## src/rtl/i2c_reg_controller.sv

```systemverilog
// I2C protocol layer: decodes address/control/data bytes into register file
// write/read strobes with optional pointer auto-increment.
module i2c_reg_controller #(
  parameter logic [6:0] DEV_ADDR = 7'h60,
  parameter logic [7:0] AI_MASK  = 8'h80
) (
  input  logic       clk,
  input  logic       reset,
  input  logic       i2c_start,
  input  logic       i2c_stop,
  input  logic [7:0] i2c_byte,
  input  logic       i2c_byte_valid,
  input  logic       tx_req,
  output logic       ack_valid,
  output logic       ack,
  output logic [7:0] tx_byte,
  output logic       tx_valid,
  output logic [2:0] reg_addr,
  output logic [7:0] reg_wdata,
  output logic       reg_write,
  output logic       reg_read,
  input  logic [7:0] reg_rdata,
  output logic       busy
);

  typedef enum logic [2:0] {IDLE, ADDR, CTRL, WDATA, RDATA, IGNORE} state_t;

  state_t     state, state_nxt;
  logic       byte_ev, addr_hit, ctrl_ok;
  logic       ack_en, ack_nxt, ctrl_load, wr_en;
  logic [2:0] ptr;
  logic       ai;
  logic       rd_pend;

  // A byte coinciding with START or STOP is dropped outright.
  assign byte_ev  = i2c_byte_valid & ~i2c_start & ~i2c_stop;
  assign addr_hit = (i2c_byte[7:1] == DEV_ADDR);
  assign ctrl_ok  = ((i2c_byte & ~(AI_MASK | 8'h07)) == '0);

  always_comb begin
    state_nxt = state;
    ack_en    = 1'b0;
    ack_nxt   = 1'b0;
    ctrl_load = 1'b0;
    wr_en     = 1'b0;
    if (i2c_start) begin
      state_nxt = ADDR;
    end else if (i2c_stop) begin
      state_nxt = IDLE;
    end else if (byte_ev) begin
      case (state)
        ADDR: begin
          ack_en = 1'b1;
          if (addr_hit) begin
            ack_nxt   = 1'b1;
            state_nxt = i2c_byte[0] ? RDATA : CTRL;
          end else begin
            state_nxt = IGNORE;
          end
        end
        CTRL: begin
          ack_en = 1'b1;
          if (ctrl_ok) begin
            ack_nxt   = 1'b1;
            ctrl_load = 1'b1;
            state_nxt = WDATA;
          end else begin
            state_nxt = IGNORE;
          end
        end
        WDATA: begin
          ack_en  = 1'b1;
          ack_nxt = 1'b1;
          wr_en   = 1'b1;
        end
        default: ;
      endcase
    end
  end

  always_ff @(posedge clk) begin
    if (reset) state <= IDLE;
    else       state <= state_nxt;
  end

  always_ff @(posedge clk) begin
    if (reset) begin
      ack_valid <= 1'b0;
      ack       <= 1'b0;
      tx_byte   <= 8'hFF;
      tx_valid  <= 1'b0;
      reg_addr  <= '0;
      reg_wdata <= '0;
      reg_write <= 1'b0;
      reg_read  <= 1'b0;
      busy      <= 1'b0;
      ptr       <= '0;
      ai        <= 1'b0;
      rd_pend   <= 1'b0;
    end else begin
      ack_valid <= ack_en;
      if (ack_en) ack <= ack_nxt;
      reg_write <= wr_en;
      reg_read  <= 1'b0;
      busy      <= (state_nxt != IDLE);
      // Second read stage: reg_rdata is valid while reg_read is high.
      tx_valid  <= rd_pend;
      if (rd_pend) tx_byte <= reg_read ? reg_rdata : 8'hFF;
      rd_pend   <= 1'b0;
      if (tx_req && !rd_pend) begin
        rd_pend <= 1'b1;
        if (state == RDATA) begin
          reg_read <= 1'b1;
          reg_addr <= ptr;
          if (ai) ptr <= ptr + 3'd1;
        end
      end
      if (ctrl_load) begin
        ptr <= i2c_byte[2:0];
        ai  <= |(i2c_byte & AI_MASK);
      end
      if (wr_en) begin
        reg_addr  <= ptr;
        reg_wdata <= i2c_byte;
        if (ai) ptr <= ptr + 3'd1;
      end
    end
  end

endmodule

```

## config.mk

```make
export PLATFORM = sky130hd
export DESIGN_NAME = i2c_reg_controller
export DESIGN_NICKNAME = d
export VERILOG_FILES = /design/src/rtl/i2c_reg_controller.sv
export SDC_FILE = /design/constraint.sdc
export NUM_CORES = 1
export LEC_CHECK = 0
export CAP_MARGIN = 20
export CELL_PAD_IN_SITES_DETAIL_PLACEMENT = 0
export CELL_PAD_IN_SITES_GLOBAL_PLACEMENT = 1
export CORE_MARGIN = 2
export CORE_UTILIZATION = 34
export CTS_CLUSTER_DIAMETER = 50
export DETAILED_ROUTE_END_ITERATION = 7
export PLACE_DENSITY = 0.76
export SYNTH_ARGS = -nofsm -noshare
export SYNTH_HDL_FRONTEND = slang
export SYNTH_SLANG_ARGS = --single-unit
```

## constraint.sdc

```tcl
create_clock -name clk -period 1.8 [get_ports clk]
set_input_delay 0.36 -clock clk [delete_from_list [all_inputs] [get_ports clk]]
set_output_delay 0.36 -clock clk [all_outputs]
set_load 0.01 [all_outputs]
```

==> out/metrics.yaml <==
finish:
  fin_nets: 238
  layout-drive-gt1-share_pct: 17.13
  layout.cells.non_filler: 266
  final_util_pct: 54.26
  syn_to_final_growth_pct: 51.19
  fin_area_um2: 2217
  n_antenna_cell: 0
synthesis:
  syn_area_um2: 1466
  syn-num-nets: 173
  muxShareOfSynthArea_pct: 8.874
  synthAdderAreaFrac_pct: 0.8532
  synth_compound_area_share_pct: 14.16
  synthFlopType: "dfxtp_1"
  synth-edff-count: 0
  synth_top_area_cell: "dfxtp_1"
  synthTopCellsByArea: "dfxtp_1 (45%), mux2i_1 (8.9%), nor2_1 (4.6%)"
  synth_top_family_by_area: "simple AND/OR/NAND/NOR gates"
  yosysWarnings: 0
  async_flop_share_pct: 0
  synth_xor_area_share_pct: 0.5973
  ys_ff_latch: 33
  synth_top_area_share_pct: 45.05
  ys_types: 44
  synth-simple-area-share_pct: 26.11
  syn_inst: 150
  ys_seq_area_share_pct: 45.05
  avgSynthCellArea_um2: 9.776
sta:
  slew_headroom_pct: 74.32
  tightestPinTransition_ns: 0.3847
  finalClockSkew_ns: 0.004954
  post-route-min-period_ns: 1.686
  rsz0062_at_grt: "false"
  slew_violations: 0
  hold_viol_final: 0
  max_freq_mhz: 593.3
  whs_ns: 0.4618
  finalCritPeriodShare_pct: 93.64
  setup_viol: 0
  finalWorstSetupSlack_ns: 0.1144
  tns_ns: 0
routing:
  antenna_left: 0
  via_per_inst: 5.008
  wl_per_cell_um: 13.33
  drtIter0Drc: 27
  dr.pass1.iters: 3
  route.detailed.drc: 0
  wl_um: 3547
  vias: 1332
clock_tree:
  cts_tree: "yes"
  clkSlewWorstSetupHoldPaths_ns: 0.07
  clock-sinks: 33
  cts_buffer_depth: 2
  insertion_delay_ns: 0.28
  numCtsBuffers: 5
  postCtsSetupBuffers: 0
  cts-root-buf: "clkbuf_8"
  htreeDepth: 2
die:
  die_y_um: 69.68
  initial_core_util_pct: 35.88
  fp.dieArea_um2: 4855
  rows: 23
  pin_count: 47
  core_um2: 4086
  dieWidth_um: 69.68
worst_setup_path:
  crit_required_ns: 2.01
  worstReg2RegEnd: "ptr[2]"
  regToRegStartpoint: "state[2]"
  critPathMaxFanout: 4
  cp.arrival_ns: 1.89
  endpoint_kind: "flip-flop"
  ff2ff_path_depth: 4
  start_kind: "primary input"
  critPathKind: "in2reg"
  ff2ff_setup_slack_ns: 0.13
run_status:
  outcome: "finished, final reports clean"
place:
  dpl_cell_area_um2: 2098
  dp.cells: 258
  port_buffers: 46
  post-place-ws_ns: -0.2560
  place.detailed.hpwl_um: 2633
  globalplace.congestion: 0.8541
hold_path:
  min_from: "i2c_start"
  hold_class: "in2reg"
  min_to: "state[0]"
  min_delay_path_depth: 3
run:
  cap_viol_max_count: 0
pwr:
  total_power_mw: 1.411
  ir_drop_mv: 0.4946
  power_leakage_nw: 0.9465
  power_density_nw_per_um2: 636.5
global_routing:
  antenna_found_initial: 0
  groute.usage.overall_pct: 15.48
  grt_pass1_wl_um: 6106
  gr-total-overflow: 0
  grt_max_degree: 32
  grt_pass1_vias: 1321
cell families after synthesis:
logic type / Yosys count
flops: 33
buf+inv: 14
mux: 13
fa+ha+maj: 1
simple gates: 60
compound gates: 28
xor+xnor: 1
cells in the mapped netlist (3+ instances only):
master,number
inv_1,6
dfxtp_1,33
clkbuf_1,4
buf_2,3
o22ai_1,7
o21ai_0,4
a21oi_1,3
nor2_1,18
nand2_1,5
or3_1,3
mux2i_1,13
nand2b_1,10
nor2b_1,3
placed cells by master, fill, tap and decap left out, types with 2 or more instances in the layout:
cell type	netlist	final
nor3b_1	2	2
o22ai_1	7	7
nand2_1	5	5
dfxtp_1	33	33
inv_1	6	6
clkbuf_8	0	5
nand2b_1	10	10
nor2b_1	3	3
dlymetal6s2s_1	0	3
o211ai_1	2	2
a21oi_1	3	3
nor2_1	18	18
buf_4	0	20
mux2i_1	13	13
nor3_1	2	2
clkinv_2	0	2
clkdlybuf4s50_1	0	43
or3_1	3	3
o21ai_0	4	4
nand3_1	2	2
final cells by class:
class                   instances  area (um^2)
fillers                       375         1869
multi-input cells             103        770.7
flip-flops and latches         33        660.6
repair buffers                 66        618.1
clock buffers                   6        72.57
well taps                      50        62.56
inverters                       6        22.52
clock inverters                 2        10.01
timing repair:
item	4_1_cts	5_1_grt
hold buffers	0	0
endpoints found under the hold margin	0	0
endpoints found under the setup margin	0	3
gates resized for setup	0	6
state kept, by name, indices dropped and copies added, names as in the netlist:
signal     flops
ack            1
ack_valid      1
ai             1
busy           1
ptr            3
rd_pend        1
reg_addr       3
reg_read       1
reg_wdata      8
reg_write      1
state          3
tx_byte        8
tx_valid       1
critical path, stage by stage:
cell             delay [ns]
clkdlybuf4s50_1        0.53
buf_4                  0.14
nor4_4                 0.04
or3b_1                 0.35
a311o_1                0.38
o211ai_1               0.10
power breakdown:
| part | leakage, nW | switching (mW) | internal, mW | total, mW |
|---|---|---|---|---|
| Combinational | 0.634 | 0.0578 | 0.0878 | 0.146 |
| Clock | 0.0450 | 0.258 | 0.267 | 0.525 |
| Sequential | 0.267 | 0.00506 | 0.736 | 0.741 |
| Total | 0.946 | 0.321 | 1.09 | 1.41 |
worst max path at each step:
stage,from,end,slack [ns]
after CTS,i2c_byte[3],busy,0.04
after global placement,i2c_stop,busy,-0.21
after detailed placement,i2c_byte[3],busy,-0.26
after global routing,i2c_byte[3],busy,0.01
final,i2c_byte[6],busy,0.11
after floorplan,state[2],busy,0.23
metal layers:
layer | part of all wire, % | track usage [%]
met5 | 0 | 0
met4 | 2.0 | 7.051
met3 | 5.5 | 3.634
met2 | 47 | 24.68
met1 | 46 | 19.82
Power figures use the tool's default switching activity.
